**config.mk**
```make
export PLATFORM = sky130hd
export DESIGN_NAME = riscv_cpu_fetch_unit
export DESIGN_NICKNAME = d
export VERILOG_FILES = /design/src/rtl/riscv_cpu_pkg.sv /design/src/rtl/riscv_fetch_fifo.sv /design/src/rtl/riscv_cpu_fetch_unit.sv
export SDC_FILE = /design/constraint.sdc
export NUM_CORES = 1
export LEC_CHECK = 0
export ABC_CLOCK_PERIOD_IN_PS = 2800
export CORE_MARGIN = 2
export CORE_UTILIZATION = 30
export CTS_BUF_LIST = sky130_fd_sc_hd__clkbuf_8
export DETAILED_ROUTE_END_ITERATION = 12
export PLACE_DENSITY = 0.59
export SLEW_MARGIN = 40
export SYNTH_ARGS = -nofsm -noshare
export SYNTH_HDL_FRONTEND = slang
export SYNTH_SLANG_ARGS = --single-unit
```
**constraint.sdc**
```tcl
create_clock -name cpu_clk -period 2.8 [get_ports cpu_clk]
set_input_delay 0.28 -clock cpu_clk [delete_from_list [all_inputs] [get_ports cpu_clk]]
set_output_delay 0.28 -clock cpu_clk [all_outputs]
set_load 0.01 [all_outputs]
```
**src/rtl/riscv_cpu_pkg.sv**
```systemverilog
// Shared constants and types for the RV32I instruction fetch front end.
// The HALT state exists only when RISCV_FETCH_BUS_ERR_EN is defined.
package riscv_cpu_pkg;

    localparam logic [1:0] HTRANS_IDLE   = 2'b00;
    localparam logic [1:0] HTRANS_NONSEQ = 2'b10;
    localparam logic [2:0] HSIZE_WORD    = 3'b010;

    typedef enum logic [1:0] {
        FETCH_START = 2'd0,
        FETCH_RUN   = 2'd1
`ifdef RISCV_FETCH_BUS_ERR_EN
        , FETCH_HALT = 2'd2
`endif
    } fetch_state_e;

    typedef struct packed {
        logic [31:0] pc;
        logic [31:0] instr;
        logic        err;
    } fetch_entry_t;

endpackage

```
**src/rtl/riscv_fetch_fifo.sv**
```systemverilog
// Prefetch FIFO of fetch_entry_t with flush, occupancy count and
// simultaneous push/pop; the head entry is read straight from storage.
module riscv_fetch_fifo
    import riscv_cpu_pkg::*;
#(
    parameter int unsigned DEPTH = 4
)(
    input  logic                     clk,
    input  logic                     rst_n,
    input  logic                     i_flush,
    input  logic                     i_push,
    input  fetch_entry_t             i_data,
    input  logic                     i_pop,
    output fetch_entry_t             o_data,
    output logic                     o_valid,
    output logic [$clog2(DEPTH):0]   o_count
);

    localparam int unsigned PTR_W = $clog2(DEPTH);
    localparam int unsigned CNT_W = PTR_W + 1;

    fetch_entry_t     r_mem [DEPTH];
    logic [PTR_W-1:0] r_rd_ptr;
    logic [PTR_W-1:0] r_wr_ptr;
    logic [CNT_W-1:0] r_count;
    logic             w_do_pop;
    logic             w_do_push;

    assign w_do_pop  = i_pop && (r_count != '0);
    assign w_do_push = i_push && ((r_count != CNT_W'(DEPTH)) || w_do_pop);

    // Pointers wrap naturally because DEPTH is a power of two.
    always_ff @(posedge clk or negedge rst_n) begin
        if (!rst_n) begin
            for (int i = 0; i < int'(DEPTH); i++) begin
                r_mem[i] <= '0;
            end
            r_rd_ptr <= '0;
            r_wr_ptr <= '0;
            r_count  <= '0;
        end else if (i_flush) begin
            r_rd_ptr <= '0;
            r_wr_ptr <= '0;
            r_count  <= '0;
        end else begin
            if (w_do_push) begin
                r_mem[r_wr_ptr] <= i_data;
                r_wr_ptr        <= r_wr_ptr + PTR_W'(1);
            end
            if (w_do_pop) begin
                r_rd_ptr <= r_rd_ptr + PTR_W'(1);
            end
            r_count <= r_count + CNT_W'(w_do_push) - CNT_W'(w_do_pop);
        end
    end

    assign o_data  = r_mem[r_rd_ptr];
    assign o_valid = (r_count != '0);
    assign o_count = r_count;

endmodule

```
**src/rtl/riscv_cpu_fetch_unit.sv**
```systemverilog
// RV32I fetch front end: pipelined AHB-Lite word fetches into a prefetch FIFO.
// Define RISCV_FETCH_BUS_ERR_EN to honour hresp and halt fetching on bus errors.
module riscv_cpu_fetch_unit
    import riscv_cpu_pkg::*;
#(
    parameter logic [31:0] RESET_VECTOR = 32'h0000_0000,
    parameter int unsigned FIFO_DEPTH   = 4
)(
    input  logic        cpu_clk,
    input  logic        cpu_resetn,
    output logic [31:0] imem_m_ahb_haddr,
    output logic [2:0]  imem_m_ahb_hsize,
    output logic [1:0]  imem_m_ahb_htrans,
    output logic [31:0] imem_m_ahb_hwdata,
    output logic [3:0]  imem_m_ahb_hwstrb,
    output logic        imem_m_ahb_hwrite,
    input  logic [31:0] imem_m_ahb_hrdata,
    input  logic        imem_m_ahb_hreadyin,
    input  logic        imem_m_ahb_hresp,
    input  logic        redirect_valid,
    input  logic [31:0] redirect_pc,
    output logic        if_valid,
    input  logic        if_ready,
    output logic [31:0] if_pc,
    output logic [31:0] if_instr,
    output logic        if_err
);

    localparam int unsigned CNT_W = $clog2(FIFO_DEPTH) + 1;

    fetch_state_e     r_state;
    fetch_state_e     w_state_nxt;
    logic             w_run_nxt;

    logic [31:0]      r_pc;
    logic [31:0]      r_haddr;
    logic [1:0]       r_htrans;
    logic             r_astale;
    logic             r_dvalid;
    logic [31:0]      r_dpc;
    logic             r_dstale;

    logic             w_acc;
    logic             w_dcomp;
    logic             w_hold;
    logic             w_err1;
    logic             w_push;
    logic             w_pop;
    logic [31:0]      w_pc_nxt;
    logic             w_dvalid_nxt;
    logic [CNT_W-1:0] w_count;
    logic [CNT_W-1:0] w_count_nxt;
    logic             w_issue_nxt;
    fetch_entry_t     w_push_data;
    fetch_entry_t     w_head;
    logic             w_head_valid;
    logic             w_unused;

    assign w_acc   = (r_htrans == HTRANS_NONSEQ) && imem_m_ahb_hreadyin;
    assign w_dcomp = r_dvalid && imem_m_ahb_hreadyin;
    assign w_hold  = (r_htrans == HTRANS_NONSEQ) && !imem_m_ahb_hreadyin && !w_err1;
    assign w_push  = w_dcomp && !r_dstale && !redirect_valid;
    assign w_pop   = w_head_valid && if_ready;

`ifdef RISCV_FETCH_BUS_ERR_EN
    // First cycle of the two-cycle error response on a live data phase.
    assign w_err1   = r_dvalid && imem_m_ahb_hresp && !imem_m_ahb_hreadyin;
    assign w_unused = ^redirect_pc[1:0];
    always_comb begin
        w_push_data       = '0;
        w_push_data.pc    = r_dpc;
        w_push_data.instr = imem_m_ahb_hresp ? 32'h0 : imem_m_ahb_hrdata;
        w_push_data.err   = imem_m_ahb_hresp;
    end
`else
    assign w_err1   = 1'b0;
    assign w_unused = ^{imem_m_ahb_hresp, redirect_pc[1:0]};
    always_comb begin
        w_push_data       = '0;
        w_push_data.pc    = r_dpc;
        w_push_data.instr = imem_m_ahb_hrdata;
        w_push_data.err   = 1'b0;
    end
`endif

    always_ff @(posedge cpu_clk or negedge cpu_resetn) begin
        if (!cpu_resetn) begin
            r_state <= FETCH_START;
        end else begin
            r_state <= w_state_nxt;
        end
    end

    always_comb begin
        w_state_nxt = r_state;
        case (r_state)
            FETCH_START: w_state_nxt = FETCH_RUN;
            FETCH_RUN: begin
                w_state_nxt = FETCH_RUN;
`ifdef RISCV_FETCH_BUS_ERR_EN
                if (w_err1 && !r_dstale && !redirect_valid) begin
                    w_state_nxt = FETCH_HALT;
                end
`endif
            end
`ifdef RISCV_FETCH_BUS_ERR_EN
            FETCH_HALT: begin
                if (redirect_valid) begin
                    w_state_nxt = FETCH_RUN;
                end
            end
`endif
            default: w_state_nxt = FETCH_START;
        endcase
    end

    always_comb begin
        w_run_nxt = 1'b0;
        if (w_state_nxt == FETCH_RUN) begin
            w_run_nxt = 1'b1;
        end
    end

    // Next-cycle bookkeeping; the issue decision uses post-edge occupancy.
    always_comb begin
        w_pc_nxt = r_pc;
        if (redirect_valid) begin
            w_pc_nxt = {redirect_pc[31:2], 2'b00};
        end else if (w_acc && !r_astale) begin
            w_pc_nxt = r_pc + 32'd4;
        end

        w_dvalid_nxt = r_dvalid;
        if (w_acc) begin
            w_dvalid_nxt = 1'b1;
        end else if (w_dcomp) begin
            w_dvalid_nxt = 1'b0;
        end

        w_count_nxt = w_count + CNT_W'(w_push) - CNT_W'(w_pop);
        if (redirect_valid) begin
            w_count_nxt = '0;
        end

        w_issue_nxt = w_run_nxt &&
                      ((32'(w_count_nxt) + 32'(w_dvalid_nxt)) < FIFO_DEPTH);
    end

    // A stalled address stays on the bus; a redirect only marks it stale.
    always_ff @(posedge cpu_clk or negedge cpu_resetn) begin
        if (!cpu_resetn) begin
            r_pc     <= RESET_VECTOR;
            r_haddr  <= RESET_VECTOR;
            r_htrans <= HTRANS_IDLE;
            r_astale <= 1'b0;
            r_dvalid <= 1'b0;
            r_dpc    <= '0;
            r_dstale <= 1'b0;
        end else begin
            r_pc     <= w_pc_nxt;
            r_dvalid <= w_dvalid_nxt;
            if (w_hold) begin
                r_astale <= r_astale || redirect_valid;
            end else begin
                r_haddr  <= w_pc_nxt;
                r_htrans <= w_issue_nxt ? HTRANS_NONSEQ : HTRANS_IDLE;
                r_astale <= 1'b0;
            end
            if (w_acc) begin
                r_dpc    <= r_haddr;
                r_dstale <= r_astale || redirect_valid;
            end else if (redirect_valid) begin
                r_dstale <= 1'b1;
            end
        end
    end

    riscv_fetch_fifo #(
        .DEPTH (FIFO_DEPTH)
    ) u_fifo (
        .clk     (cpu_clk),
        .rst_n   (cpu_resetn),
        .i_flush (redirect_valid),
        .i_push  (w_push),
        .i_data  (w_push_data),
        .i_pop   (w_pop),
        .o_data  (w_head),
        .o_valid (w_head_valid),
        .o_count (w_count)
    );

    assign imem_m_ahb_haddr  = r_haddr;
    assign imem_m_ahb_htrans = w_err1 ? HTRANS_IDLE : r_htrans;
    assign imem_m_ahb_hsize  = HSIZE_WORD;
    assign imem_m_ahb_hwdata = 32'h0;
    assign imem_m_ahb_hwstrb = 4'h0;
    assign imem_m_ahb_hwrite = 1'b0;

    assign if_valid = w_head_valid;
    assign if_pc    = w_head.pc;
    assign if_instr = w_head.instr;
    assign if_err   = w_head.err;

endmodule

```
==> impl_metrics.toml, run 1 <==
[routing]
drtPass1Iterations = 5
drc = 0
antenna_left = 0
drtIter0Drc = 472
drt_wl_total_um = 40300
routed-via-count = 10100
avgRoutedWirePerCell_um = 19.2
routed_via_density = 4.81

[synth]
yosys-top-cells-area = "dfrtp_1 56%, mux2_2 19%, mux4_2 8.8%"
ys_seq_area_share_pct = 55.7
synthFlopType = "dfrtp_1"
synthCells = 1141
yosysTopAreaCellShare_pct = 55.7
avgSynthCellArea_um2 = 14.3
synth_cell_types = 53
yosysTopAreaCell = "dfrtp_1"
async_flop_share_pct = 100
netlist_area_um2 = 16300
synth_warnings = 0
ys_seq_elements = 363
synth_edf_count = 0

[grt]
grt_pass1_wl_um = 62200
grt.total_usage_pct = 14.3
grt_overflow = 0
grt_pass1_vias = 10600
grt_max_degree = 77
antenna_found_initial = 1

[run]
drv_cap = 0

[die]
die_height_um = 237
initial_utilization_pct = 30.3
coreArea_um2 = 53800
rows = 85
dieWidth_um = 237
ios = 210
die_area_um2 = 56300

[critical_path]
start_kind = "flop"
end_kind = "output port"
critPathArrivalTime_ns = 2.43
critPathMaxFanout = 11
path_class = "reg2out"
cp.required_ns = 2.52
r2r_cells = 8
ff2ff_setup_slack_ns = 0.34

[sta]
setup_violations = 0
period_minus_slack_ns = 2.71
skew_ns = 0.0413
slew_viol_final = 0
rsz0062_at_grt = "false"
fin_setup_tns_ns = 0
period_share_pct = 96.7
relSlewSlack_pct = 49.9
fmax_ghz = 0.369
hold_viol_final = 0
tightestPinTransition_ns = 0.748

[clocking]
clk_pin_slew_ns = 0.06
insertion_delay_ns = 0.62
numCtsBuffers = 67
cts_sinks = 363
cts_tree = "built"
cts-root-buf = "clkbuf_8"
htree_levels = 3
clk_path_buf_depth = 3

[layout]
fin_cells = 2094
syn_to_final_growth_pct = 24.8
drive_gt1_share_pct = 35.2
final_nets = 1433
finalInstanceArea_um2 = 20400

[power]
p_leak_nw = 9.44
max-vdd-ir-drop_mv = 0.503
power_density_nw_per_um2 = 839

[place]
hpwl_um = 26200
dp.cells = 1968
place_congestion = 0.849
io_buffers = 164
post_dp_cell_area_um2 = 18900

[status]
status = "completed"

[min_path]
min_path_cells = 4
hp-class = "in2reg"
[critical path, cell delays in order, from the launching register on]
cell and delay (ns):
dfrtp_4 0.43, buf_4 0.17, buf_16 0.17, mux4_2 0.53, clkdlybuf4s50_1 0.50
[cells in the mapped netlist, drive strengths merged, types with 2 or more instances]
cell type / number
conb: 2
clkbuf: 20
and4: 2
a21oi: 19
and3: 10
o31ai: 3
or3: 3
o211ai: 5
nor3: 16
or4: 5
nor4: 4
nor4b: 2
xor2: 13
o21a: 3
ha: 9
nand2: 68
mux4: 64
fa: 2
dfrtp: 363
o21ai: 25
mux2i: 5
nor2b: 7
xnor2: 14
nor2: 30
and2: 2
nand4: 14
buf: 83
inv: 13
nand3: 22
mux2: 298
o2111ai: 2
[metal layers]
layer | routed length [µm] | global-route usage (%) | up-vias
li1 | - | - | 4518
met1 | 18200 | 19.1 | 5211
met2 | 18800 | 22.7 | 275
met3 | 2280 | 3.37 | 70
met4 | 1010 | 5.43 | 0
met5 | 0 | 0 | -
[metrics by stage]
stage               hold slack, ns  utilization [%]  power (W)  worst slack, ns
finish                       0.224             37.8     0.0171           0.0936
global placement             0.301             35.1     0.0121            0.130
CTS                          0.146             37.7     0.0173         -0.00742
detailed placement           0.310             35.1     0.0123            0.147
global route                 0.223             37.8     0.0181         0.000787
floorplan                  -0.0156                -    0.00963            0.460
[cells in the final DEF (no fill, tap or decap), types with 5 or more instances in the layout]
| cell | synthesis | layout |
|---|---|---|
| buf_12 | 0 | 18 |
| clkbuf_8 | 0 | 82 |
| nor2b_1 | 7 | 6 |
| ha_1 | 9 | 9 |
| a21oi_1 | 19 | 19 |
| buf_4 | 43 | 15 |
| mux2_2 | 276 | 276 |
| mux4_2 | 64 | 64 |
| clkdlybuf4s50_1 | 0 | 126 |
| clkinv_2 | 0 | 5 |
| o211ai_1 | 5 | 5 |
| nand4_1 | 13 | 13 |
| o21ai_0 | 25 | 25 |
| inv_1 | 12 | 30 |
| xor2_1 | 13 | 13 |
| nand2_1 | 68 | 64 |
| mux2_1 | 22 | 22 |
| nor3_1 | 16 | 16 |
| dlygate4sd2_1 | 0 | 34 |
| mux2i_1 | 5 | 5 |
| and3_1 | 10 | 10 |
| xnor2_1 | 14 | 14 |
| nor2_1 | 29 | 29 |
| conb_1 | 2 | 42 |
| nand3_1 | 21 | 21 |
| dfrtp_1 | 363 | 361 |
[power by group]
part / internal, W / leakage [nW] / switching (W)
Clock: 0.00282 / 0.747 / 0.00221
Sequential: 0.00622 / 4.75 / 0.000827
Combinational: 0.00291 / 3.94 / 0.00210
[state kept, by name (all words and copies together) (netlist names)]
signal             flops
r_astale               1
r_dstale               1
r_dvalid               1
u_fifo.r_rd_ptr        2
imem_m_ahb_htrans      1
u_fifo.r_mem         256
r_pc                  32
u_fifo.r_wr_ptr        2
r_dpc                 32
u_fifo.o_count         3
imem_m_ahb_haddr      32
[logic make-up after synthesis]
| family | count (synthesis) | share of synthesized area (%) |
|---|---|---|
| and+or+nand+nor | 191 | 6.02 |
| xor gates and xnor gates | 27 | 1.45 |
| muxes | 367 | 29.7 |
| adders and majority gates | 11 | 0.935 |
| buffers and inverters | 116 | 3.88 |
| AOI/OAI and AO/OA | 64 | 2.32 |
| DFF | 363 | 55.7 |
| other | 2 | 0.0460 |
[area by class of cell]
cell class / count / area, µm²
clock inverters: 31 / 201
flip-flops and latches: 363 / 9090
multi-input cells: 702 / 6790
inverters: 13 / 48.8
repair buffers: 205 / 2230
clock buffers: 82 / 1130
well taps: 696 / 871
fillers: 5074 / 33500
diodes: 2 / 5.00
[timing repair]
action / 4_1_cts / 5_1_grt
endpoints found under the setup margin: 58 / 20
cloned: 0 / 2
setup buffers: 8 / 0
hold endpoints to repair: 68 / 0
hold buffers: 1 / 0
gates resized for setup: 38 / 4
[final timing paths]
kind | startpoint | endpoint
max | u_fifo.r_rd_ptr[0] | if_pc[3]
min | redirect_valid | r_dstale
max reg2reg | u_fifo.o_count[1] | imem_m_ahb_htrans[1]
min reg2reg | u_fifo.r_mem[108] | u_fifo.r_mem[108]
max in group asynchronous | cpu_resetn | u_fifo.r_mem[73]
min in group asynchronous | cpu_resetn | u_fifo.r_mem[68]
No activity file was read; power rests on OpenSTA's default activity.
==> run 2: changes to the inputs <==
- GPL_TIMING_DRIVEN: default -> 0
==> impl_metrics.toml, run 2 (synthesized netlist as in run 1, its figures left out) <==
[status]
status = "completed"

[die]
coreArea_um2 = 53800
die_area_um2 = 56300
die_height_um = 237
dieWidth_um = 237
rows = 85
ios = 210
initial_utilization_pct = 30.3

[sta]
slew_viol_final = 0
hold_viol_final = 0
relSlewSlack_pct = 47.0
period_share_pct = 94.6
fmax_ghz = 0.378
rsz0062_at_grt = "false"
period_minus_slack_ns = 2.65
skew_ns = 0.0304
fin_setup_tns_ns = 0
setup_violations = 0
tightestPinTransition_ns = 0.792
setup_ws_ns = 0.151

[layout]
final_cell_mix = "362 x dfrtp_1, 276 x mux2_2, 124 x clkdlybuf4s50_1, 83 x clkbuf_8, 68 x nand2_1"
multi_input_area_um2 = 6760
fin_cells = 2167
layout_commonest_cell = "dfrtp_1"
fillers = 5153
syn_to_final_growth_pct = 27.2
largest_reg_flops = 256
regMostFlops = "u_fifo.r_mem"
final_nets = 1504
seq_area_um2 = 9080
drive_gt1_share_pct = 36.9

[clocking]
clk_pin_slew_ns = 0.06
cts_tree = "built"
cts-root-buf = "clkbuf_8"
numCtsBuffers = 68
htree_levels = 3
clk_path_buf_depth = 3
insertion_delay_ns = 0.63
cts_sinks = 363

[routing]
drtPass1Iterations = 5
routed_via_density = 4.74
antenna_left = 0
routed-via-count = 10300
drtIter0Drc = 569
drc = 0
drt_wl_total_um = 41400
avgRoutedWirePerCell_um = 19.1

[place]
hpwl_um = 28800
dp.cells = 2045
io_buffers = 162
place_congestion = 0.876
place_ws_ns = -0.193

[critical_path]
critPathMaxFanout = 10
start_kind = "flop"
cp.required_ns = 2.52
path_class = "reg2out"
critPathArrivalTime_ns = 2.37
end_kind = "output port"

[grt]
grt_overflow = 0
grt_max_degree = 72
antenna_found_initial = 1
grt.total_usage_pct = 15.0
grt_pass1_vias = 10800
grt_pass1_wl_um = 64800

[power]
power_density_nw_per_um2 = 839
max-vdd-ir-drop_mv = 0.373
p_leak_nw = 9.93

[run]
drv_cap = 0

[min_path]
hp-class = "in2async"
run 2: area by class of cell:
| class | count | area share, % |
|---|---|---|
| timing repair buffer | 172 | 9.19 |
| clock buffer | 83 | 5.50 |
| inverter | 13 | 0.235 |
| buffer | 103 | 3.33 |
| antenna | 1 | 0.0120 |
| tap | 696 | 4.19 |
| clock inverter | 34 | 1.27 |
| sequential | 363 | 43.7 |
| multi-input combinational | 702 | 32.5 |
run 2: critical path, cell delays in order (launching register included):
cell and delay [ns]:
dfrtp_2 0.42, buf_12 0.17, buf_12 0.16, mux4_2 0.50
clkdlybuf4s50_1 0.49
run 2: worst paths after layout:
path	slack, ns	end	startpoint	cells after the start
hold / removal	0.23	u_fifo.r_mem[139]	cpu_resetn	2
setup / recovery	0.15	if_pc[24]	u_fifo.r_rd_ptr[0]	4
min in group cpu_clk	0.24	r_pc[30]	redirect_pc[30]	3
hold reg to reg	0.48	u_fifo.r_mem[102]	u_fifo.r_mem[102]	1
setup reg to reg	0.22	u_fifo.r_mem[73]	u_fifo.o_count[1]	5
max in group asynchronous	1.25	r_dpc[5]	cpu_resetn	5
run 2: layer usage:
layer / global-route usage [%] / part of all wire (%)
met1: 20.1 / 44
met5: 0 / 0
met3: 4.12 / 6.1
met4: 4.92 / 2.7
met2: 23.4 / 47
run 2: repair_timing:
item	4_1_cts	5_1_grt
setup endpoints to repair	64	58
gates cloned	0	0
hold endpoints to repair	70	0
resized for setup	36	43
buffers inserted	2	0
hold buffers	2	0
run 2: per-stage QoR:
stage          power (W)  utilization (%)  area (µm²)  hold WS [ns]
5_1_grt           0.0185             38.6       20800         0.216
3_5_place_dp      0.0123             35.6       19100         0.294
2_1_floorplan    0.00963                -       16500       -0.0156
3_3_place_gp      0.0122             35.2       19000         0.469
4_1_cts           0.0179             38.4       20700         0.186
6_report          0.0174             38.6       20800         0.234
run 2: where the power goes:
group	internal [W]	switching, W	total [W]
registers	0.00621	0.000795	0.00701
clock network	0.00298	0.00229	0.00527
logic	0.00300	0.00214	0.00514
==> run 3: changes to the inputs <==
- CELL_PAD_IN_SITES_DETAIL_PLACEMENT: default -> 0
- CELL_PAD_IN_SITES_GLOBAL_PLACEMENT: default -> 1
- PLACE_DENSITY: 0.59 -> 0.66
==> impl_metrics.toml, run 3 (synthesized netlist as in run 1, its figures left out) <==
[die]
die_area_um2 = 56300
rows = 85
ios = 210
dieWidth_um = 237
initial_utilization_pct = 30.3
die_height_um = 237
coreArea_um2 = 53800

[grt]
grt_pass1_wl_um = 65400
grt_pass1_vias = 11000
use_met1_pct = 20.7
antenna_found_initial = 1
grt-busiest-layer = "met2"
met3_usage_pct = 2.93
grt.total_usage_pct = 15.3
grt_max_degree = 74
grt_overflow = 0
grt_util_met2_pct = 24.6

[clocking]
numCtsBuffers = 68
htree_levels = 3
cts_tree = "built"
cts_sinks = 363
clk_path_buf_depth = 3
clk_pin_slew_ns = 0.05
cts-root-buf = "clkbuf_8"
insertion_delay_ns = 0.67

[sta]
hold_viol_final = 0
skew_ns = 0.0409
tightestPinTransition_ns = 0.832
period_minus_slack_ns = 2.67
period_share_pct = 95.3
hold_ws_ns = 0.118
slew_viol_final = 0
relSlewSlack_pct = 44.5
fmax_ghz = 0.375
rsz0062_at_grt = "false"
setup_violations = 0

[critical_path]
path_class = "reg2out"
critPathArrivalTime_ns = 2.39
end_kind = "output port"
r2r-end = "u_fifo.r_mem[4]"
ff2ff_setup_slack_ns = 0.18
cp.required_ns = 2.52
critPathMaxFanout = 10
start_kind = "flop"
r2r_start = "u_fifo.o_count[1]"
r2r_cells = 5

[power]
max-vdd-ir-drop_mv = 0.297
p_leak_nw = 9.85
power_density_nw_per_um2 = 828
totalPowerFinal_w = 0.0171

[min_path]
hp-class = "in2async"

[place]
hpwl_um = 29300
dp.cells = 2045
place_congestion = 0.844
io_buffers = 162

[routing]
drc = 0
routed-via-count = 10300
avgRoutedWirePerCell_um = 19.6
drt_wl_total_um = 42500
antenna_left = 0
drtIter0Drc = 511
drtPass1Iterations = 5
routed_via_density = 4.73

[layout]
layout_commonest_cell = "dfrtp_1"
drive_gt1_share_pct = 36.1
fillers = 5145
final_nets = 1508
largest_reg_flops = 256
fin_cells = 2173
syn_to_final_growth_pct = 26.8
fin_util_pct = 38.5
regMostFlops = "u_fifo.r_mem"
final_cell_mix = "363 x dfrtp_1, 276 x mux2_2, 123 x clkdlybuf4s50_1, 80 x clkbuf_8, 66 x nand2_1"

[run]
drv_cap = 0

[status]
status = "completed"
-- run 3: layout make-up --
type / instances / area (µm²) / share of cell area, %
flip-flops and latches: 363 / 9080 / 43.9
multi-input cells: 702 / 6760 / 32.7
repair buffers: 176 / 1890 / 9.12
clock buffers: 77 / 1060 / 5.12
well taps: 696 / 871 / 4.21
plain buffers: 103 / 718 / 3.47
clock inverters: 42 / 263 / 1.27
inverters: 13 / 48.8 / 0.236
diodes: 1 / 2.50 / 0.0121
-- run 3: layer usage --
layer	vias to the layer above	share of wire (%)
li1	4660	-
met3	60	4.2
met5	-	0
met1	5297	46
met4	0	2.0
met2	252	47
-- run 3: worst max path at each step --
stage                             from              endpoint  slack (ns)  depth (start not counted)
finish              u_fifo.r_rd_ptr[0]          if_instr[10]        0.13                          3
global route         u_fifo.o_count[1]     u_fifo.r_mem[127]       0.004                          5
CTS                 u_fifo.r_rd_ptr[0]             if_pc[18]       -0.06                          4
detailed placement            if_ready     u_fifo.r_mem[124]       -0.16                          6
global placement            cpu_resetn     u_fifo.r_mem[105]      -14.44                          1
floorplan            u_fifo.o_count[1]  imem_m_ahb_htrans[1]        0.46                          8
-- run 3: power breakdown --
group	internal [W]	leakage, nW	switching, W
Clock	0.00265	0.791	0.00231
Combinational	0.00301	4.30	0.00215
Sequential	0.00621	4.75	0.000804
-- run 3: stage by stage --
| stage | setup TNS [ns] | setup slack [ns] | area, µm² |
|---|---|---|---|
| global route | 0 | 0.00367 | 20700 |
| finish | 0 | 0.132 | 20700 |
| global placement | -5264.52 | -14.44 | 19000 |
| detailed placement | -31.04 | -0.160 | 19100 |
| floorplan | 0 | 0.460 | 16500 |
| CTS | -0.403 | -0.0627 | 20600 |
-- run 3: what timing repair did --
| item | in CTS | in global routing |
|---|---|---|
| setup buffers | 3 | 3 |
| resized for setup | 54 | 27 |
| endpoints found under the hold margin | 159 | 0 |
| pin swaps | 0 | 0 |
| setup endpoints to repair | 64 | 39 |
| hold buffers | 2 | 0 |
-- run 3: worst max-delay path, stage by stage (launching register included) --
cell and delay [ns]:
dfrtp_1 0.41, buf_4 0.28, mux4_2 0.57, clkdlybuf4s50_1 0.50
